===== config.mk =====
export PLATFORM = sky130hd
export DESIGN_NAME = rst_ctrl_sequencer
export DESIGN_NICKNAME = d
export VERILOG_FILES = /design/src/rtl/rst_ctrl_sequencer.sv
export SDC_FILE = /design/constraint.sdc
export NUM_CORES = 1
export LEC_CHECK = 0
export CORE_AREA = 2 2 59 61
export CTS_BUF_LIST = sky130_fd_sc_hd__clkbuf_16
export DETAILED_ROUTE_END_ITERATION = 8
export DIE_AREA = 0 0 61 63
export GPL_ROUTABILITY_DRIVEN = 0
export SETUP_SLACK_MARGIN = 0.02
export SYNTH_ARGS = -nofsm -noshare
export SYNTH_HDL_FRONTEND = slang
export SYNTH_SLANG_ARGS = --single-unit

===== constraint.sdc =====
create_clock -name clk -period 2.05 [get_ports clk]
set_input_delay 0.5125 -clock clk [delete_from_list [all_inputs] [get_ports clk]]
set_output_delay 0.5125 -clock clk [all_outputs]
set_load 0.02 [all_outputs]

===== src/rtl/rst_ctrl_sequencer.sv =====
// Reset release sequencer: filters PLL lock, then releases NUM_STAGES reset
// domains in order with a hold time between them, re-asserting on lock loss or sw request.
module rst_ctrl_sequencer #(
    parameter int NUM_STAGES    = 3,
    parameter int LOCK_FILTER   = 8,
    parameter int HOLD_CYCLES   = 16,
    parameter int SW_RST_CYCLES = 32,
    parameter int CNT_WIDTH     = 8
) (
    input  logic                  clk,
    input  logic                  rst_n,
    input  logic                  pll_locked,
    input  logic                  sw_rst_req,
    output logic [NUM_STAGES-1:0] rst_n_out,
    output logic                  ready,
    output logic [1:0]            rst_cause,
    output logic [2:0]            seq_state
);

    localparam int IDX_W = (NUM_STAGES > 1) ? $clog2(NUM_STAGES) : 1;

    typedef enum logic [2:0] {
        WAIT_LOCK = 3'd0,
        RELEASE   = 3'd1,
        RUN       = 3'd2,
        ASSERT    = 3'd3
    } state_t;

    state_t                state_q, state_d;
    logic [CNT_WIDTH-1:0]  cnt_q, cnt_d, cnt_inc;
    logic [IDX_W-1:0]      idx_q, idx_d;
    logic [NUM_STAGES-1:0] out_q, out_d;
    logic                  ready_q, ready_d;
    logic [1:0]            cause_q, cause_d;
    logic                  rst_event;

    // One counter serves as lock filter, hold timer and assert timer:
    // only one of them is ever live in a given state.
    assign cnt_inc   = cnt_q + CNT_WIDTH'(1);
    assign rst_event = sw_rst_req || !pll_locked;

    always_ff @(posedge clk or negedge rst_n) begin
        if (!rst_n) begin
            state_q <= WAIT_LOCK;
            cnt_q   <= '0;
            idx_q   <= '0;
            out_q   <= '0;
            ready_q <= 1'b0;
            cause_q <= 2'b00;
        end else begin
            state_q <= state_d;
            cnt_q   <= cnt_d;
            idx_q   <= idx_d;
            out_q   <= out_d;
            ready_q <= ready_d;
            cause_q <= cause_d;
        end
    end

    always_comb begin
        state_d = state_q;
        cnt_d   = cnt_q;
        idx_d   = idx_q;
        out_d   = out_q;
        ready_d = ready_q;
        cause_d = cause_q;
        unique case (state_q)
            WAIT_LOCK: begin
                if (!pll_locked) begin
                    cnt_d = '0;
                end else if (cnt_inc == CNT_WIDTH'(LOCK_FILTER)) begin
                    state_d = RELEASE;
                    cnt_d   = '0;
                    idx_d   = '0;
                end else begin
                    cnt_d = cnt_inc;
                end
            end
            RELEASE, RUN: begin
                // A reset event wins over a release scheduled on the same edge.
                if (rst_event) begin
                    state_d = ASSERT;
                    out_d   = '0;
                    ready_d = 1'b0;
                    cause_d = {!pll_locked, sw_rst_req};
                    cnt_d   = '0;
                    idx_d   = '0;
                end else if (state_q == RELEASE) begin
                    if (cnt_inc == CNT_WIDTH'(HOLD_CYCLES)) begin
                        out_d = out_q | (NUM_STAGES'(1) << idx_q);
                        cnt_d = '0;
                        if (idx_q == IDX_W'(NUM_STAGES - 1)) begin
                            state_d = RUN;
                            ready_d = 1'b1;
                        end else begin
                            idx_d = idx_q + IDX_W'(1);
                        end
                    end else begin
                        cnt_d = cnt_inc;
                    end
                end
            end
            ASSERT: begin
                if (sw_rst_req) begin
                    cnt_d = '0;
                end else if (cnt_inc == CNT_WIDTH'(SW_RST_CYCLES)) begin
                    state_d = WAIT_LOCK;
                    cnt_d   = '0;
                end else begin
                    cnt_d = cnt_inc;
                end
            end
            default: begin
                state_d = WAIT_LOCK;
                cnt_d   = '0;
                idx_d   = '0;
                out_d   = '0;
                ready_d = 1'b0;
            end
        endcase
    end

    assign rst_n_out = out_q;
    assign ready     = ready_q;
    assign rst_cause = cause_q;
    assign seq_state = 3'(state_q);

endmodule


# [Yosys cells after proc, flatten, opt, wreduce, memory -nomap -nowiden]
# Index checks and enable logic that the tools add are counted.
[classes] addsub=2 n_mul=0 n_div=0 magnitude_cmp=0 eq_ne=15 shift=1 muxes=33 bitwise=3 reduce_logical=10
[ops] operator="8-bit two-way mux" count=7
[ops] operator="3-bit two-way mux" count=11
[ops] operator="8-bit one-hot mux with 3 select lines" count=1
[ops] operator="2-bit two-way mux" count=6
[ops] operator="3-bit inequality test, second input constant" count=4
[ops] operator="3-bit one-hot mux with 3 select lines" count=1
[ops] operator="8-bit by 1-bit adder with 8-bit output, second input constant" count=1
[ops] operator="8-bit by 4-bit equality test with 1-bit output, second input constant" count=1
[ops] operator="8-bit by 5-bit equality test with 1-bit output, second input constant" count=1
[ops] operator="8-bit by 6-bit equality test with 1-bit output, second input constant" count=1
[ops] operator="2-bit inequality test, second input constant" count=4
[ops] operator="7-bit AND reduction" count=1
[ops] operator="3-bit by 2-bit equality test with 1-bit output, second input constant" count=2
[ops] operator="2-bit one-hot mux with 3 select lines" count=1
[ops] operator="3-bit one-hot mux with 2 select lines" count=1
[ops] operator="6-bit AND reduction" count=1
[ops] operator="1-bit two-way mux" count=4
[ops] operator="4-bit AND reduction" count=1
[ops] operator="2-bit OR reduction" count=2
[ops] operator="3-bit by 1-bit equality test with 1-bit output, second input constant" count=1
[ops] operator="3-bit logical NOT" count=1
[ops] operator="3-bit bitwise OR" count=1
[ops] operator="3-bit AND reduction" count=1
[ops] operator="1-bit by 2-bit << shifter with 3-bit output, first input constant" count=1
[ops] operator="7 further kinds" count=8
[word_totals] register_bits=19 latchBits=0 ram_bits=0 rom_bits=0 input_bits=4 output_inout_bits=9 wordCells=70 memories=0

# [Longest topological paths before layout]
[depth] ltp_word=6 ltp_mapped=8 ltp_nobuf=7

# [Worst setup path before layout]
# Ideal clock, no wire load.
[synth_timing] path_kind="register to register" from="register state_q[0], in the netlist seq_state[0]" to="register state_q[0], in the netlist seq_state[0]" setup_ns=0.125 t_arrival_ns=2.088 required_ns=1.925 path_slack_ns=-0.163 stages_incl_launch_ff=8 path_buffers=0 period_less_slack_ns=2.213 path_cell_list="dfrtp_1 inv_1 ha_1 inv_1 o21ai_0 o32a_1 a221o_1 mux2_4"
[synth_via] elab_chain_cells=4 word_cells_on_any_way=14 classes_between="eq/ne: 10; mux: 1; reduce/logical: 3"
[synth_rtl] item="start: declaration" line="29" text="state_t state_q, state_d;"
[synth_rtl] item="start signal: assignment" line="51" text="state_q <= state_d;"
[synth_rtl] item="3-bit by 1-bit equality test with 1-bit output / 3-bit by 2-bit equality test with 1-bit output (equally long branches)" line="67, 88"
[synth_rtl] item="2-bit OR reduction" line="67" text="unique case (state_q)"
[synth_rtl] item="3-bit inequality test (no source line)"
[synth_rtl] item="7-bit AND reduction (no source line)"
# Several ways; a longest one is shown, not always the timed one.
# A chain may end at the register's enable or synchronous reset.

# [Worst setup path in the final report]
[layout_timing] from="register cnt_q[0]" to="register state_q[0], in the netlist seq_state[0]"
[layout_via] elab_chain_cells=4 word_cells_on_any_way=8 classes_between="add/sub: 1; eq/ne: 6; reduce/logical: 1"
[layout_rtl] item="start: declaration" line="30" text="logic [CNT_WIDTH-1:0] cnt_q, cnt_d, cnt_inc;"
[layout_rtl] item="start signal: assignment" line="52" text="cnt_q <= cnt_d;"
[layout_rtl] item="8-bit by 1-bit adder with 8-bit output (*)" line="39" text="assign cnt_inc = cnt_q + CNT_WIDTH'(1);"
[layout_rtl] item="8-bit by 5-bit equality test with 1-bit output (tied with other cells)" line="89" text="if (cnt_inc == CNT_WIDTH'(HOLD_CYCLES)) begin"
[layout_rtl] item="3-bit inequality test (no source line) / 2-bit inequality test (equally long branches)"
[layout_rtl] item="7-bit AND reduction (no source line) (*)"
# Mark *: on every way between the ends. The rest lies on a longest branch, timed or not.

==> summary.txt <==
total track usage - 20.5%
RR Endpoint - seq_state[0]$_DFFE_PN0P_
Hold Path End - rst_cause[1]$_DFFE_PN0P_
max-slew violation count - 0
FF-to-FF setup slack - -0.04 ns
Cell Rows - 21
Final setup viols - 2
power per standard cell area - 549 nW/um2
startpoint types - flip-flop
most frequent cells after synthesis - nand2_1 (22), dfrtp_1 (18), a21oi_1 (10), inv_1 (10), ha_1 (8)
post-route ant nets - 0
port bufs - 11
sequential share of the synthesized area - 36.0%
Fin Hold WS - 0.479 ns
Clock Latency Late Sink - 0.25 ns
# DRC - 0
starting density of the core - 38.8%
leak pwr - 0.853 nW
ys async rst share - 100%
Final WS setup - -0.0402 ns
mux cell area share after synthesis - 6.89%
total chip power - 1.02 mW
Placed Cells - 227
status - finished, violations left
slowest cell on the critical path - dfrtp_1
Design Area, Final - 1860 um2
vias in the first global route - 1320
final wirelength - 3490 um
initial antenna violation count - 0
# hold bufs at CTS - 0
reg-to-reg critical path startpoint - cnt_q[0]$_DFFE_PN0N_
Die Y-Extent - 63 um
Final Cycle Share - 102%
nets@finish - 203
H-tree lvl count - 1
Inserted Clock Buffers - 3
antenna cells - 0
final hold vios - 0
VDD IR-drop max - 0.327 mV
Worst R2R Path Depth - 6
Setup TNS - -0.0424 ns
share of cells above drive strength 1 - 33.2%
post-synthesis register bit count - 18
Post-Place Worst Slack - -0.246 ns
clk buf depth - 2
failing checks - negative setup slack
CTS clk-pin slew, worst paths - 0.05 ns
Finished Core Util - 57.5%
area leader, netlist - dfrtp_1
Setup crit end kind - flip-flop
core area - 3230 um2
Min-Delay Path Depth - 2
I/O pin count - 13
Synth-to-Final Area Change - 48.3%
post-synthesis share of cell area spent on and, or, nand and nor gates - 21.5%
Placement Cell Area - 1660 um2
DRT iter0 DRCs - 46
syn_area_per_cell - 8.70 um2
DIE AREA - 3840 um2
TritonCTS Sinks - 18
cell breakdown of the critical path - buf_6, and3_4, mux2i_2, o32a_1, a221o_1, mux2_4
Post-Synthesis Cells - 144
most common cell in the synthesized netlist - nand2_1
first-pass GRT wire length - 5940 um
Compound-Gate Fraction of Synth Area - 20.3%
GR Overflow Total - 0
CTS root buffer - clkbuf_16
unrepaired setup endpoints after global routing - true
Cell Area, Synth - 1250 um2
Non-Filler Instances - 236
top_reg_cell synth - dfrtp_1
post-synthesis adder-cell area fraction - 7.99%
CTS tree - done
Detailed Routing Iterations Pass 1 - 4
EDFF count, synth - 0
worst-path fanout max - 4
post-synthesis net count - 156
Synth area leaders - dfrtp_1 (36%), ha_1 (8.0%), nand2_1 (6.6%)
post-synthesis cell type count - 45
largest net degree at the start of global routing - 19
Die X - 61 um
fmax - 478 MHz
worst min-delay path category - flip-flop to flip-flop
Final HPWL DP - 2470 um
top cell type's share of synthesized area - 36.0%
main combinational cell family by area after synthesis - simple AND/OR/NAND/NOR gates
critical path type - flip-flop to flip-flop
Clock Skew - 0.00263 ns
Worst EP required - 2.19 ns
Worst Path Arrival - 2.23 ns
number of vias per cell - 5.24
xor and xnor area share after synthesis - 2.10%
Final Critical Period - 2.09 ns
Synthesis Warnings - 0
largest incremental delay on the critical path - 0.42 ns
# Max-Cap Violations - 0
WL/cell - 14.8 um
via count - 1237
hold path startpoint - rst_cause[1]$_DFFE_PN0P_
final cells by class:
cell class              instances  area, um2
well taps                      46       57.6
multi-input cells             111        837
repair buffers                 47        388
flip-flops and latches         18        455
clock buffers                   3       75.1
fillers                       302       1380
inverters                      10       40.0
clock inverters                 1       3.75
worst max-delay path, delay by kind of cell (launching register included):
kind | cells | cell delay (ns)
compound gates | 2 | 0.75
flops | 1 | 0.42
mux | 2 | 0.47
buf+inv | 1 | 0.14
simple gates | 1 | 0.19
routing by layer:
| layer | up-vias | track usage, % | wire (um) |
|---|---|---|---|
| met5 | - | 0 | 0 |
| met2 | 17 | 34.5 | 1740 |
| met1 | 602 | 26.0 | 1590 |
| met4 | 0 | 5.43 | 53 |
| met3 | 7 | 4.14 | 108 |
| li1 | 611 | - | - |
report_power, final:
group / internal [mW] / switching, mW / total, mW
clock network: 0.260 / 0.140 / 0.400
registers: 0.383 / 0.0302 / 0.413
logic: 0.113 / 0.0948 / 0.207
worst max-delay path by stage:
| stage | startpoint | end | slack [ns] | cells after the start |
|---|---|---|---|---|
| 4_1_cts | cnt_q[0]$_DFFE_PN0N_ | seq_state[0]$_DFFE_PN0P_ | -0.01 | 6 |
| 3_5_place_dp | pll_locked | seq_state[0]$_DFFE_PN0P_ | -0.25 | 5 |
| 5_1_grt | cnt_q[0]$_DFFE_PN0N_ | seq_state[0]$_DFFE_PN0P_ | -0.09 | 7 |
| 2_1_floorplan | seq_state[0]$_DFFE_PN0P_ | seq_state[0]$_DFFE_PN0P_ | 0.02 | 7 |
| 6_report | cnt_q[0]$_DFFE_PN0N_ | seq_state[0]$_DFFE_PN0P_ | -0.04 | 6 |
| 3_3_place_gp | pll_locked | seq_state[0]$_DFFE_PN0P_ | -0.19 | 5 |
placed cells by master, fill, tap and decap left out, types with 5 or more instances in the layout:
master,n
nand2_1,20
ha_1,6
dfrtp_1,14
mux2i_1,5
inv_1,7
a21oi_1,10
buf_4,34
clkdlybuf4s50_1,11
nor2_1,7
cell families (layout without fill, tap and decap cells):
group / count (synthesis) / count (layout)
mux: 8 / 8
other cells: 1 / 1
fa+ha+maj: 8 / 8
buf+inv: 15 / 61
xor+xnor: 3 / 3
compound gates: 38 / 38
flops: 18 / 18
simple gates: 53 / 53
state kept, by name (all words and copies together) (netlist names):
signal / cells
rst_n_out: 3
ready: 1
cnt_q: 8
idx_q: 2
seq_state: 2
rst_cause: 2
timing repair:
item,4_1_cts,5_1_grt
pin swaps,5,6
resized for setup,7,12
cloned,0,0
setup endpoints to repair,6,6
setup buffers,4,1
hold endpoints to repair,0,0
No activity file was read; power rests on OpenSTA's default activity.
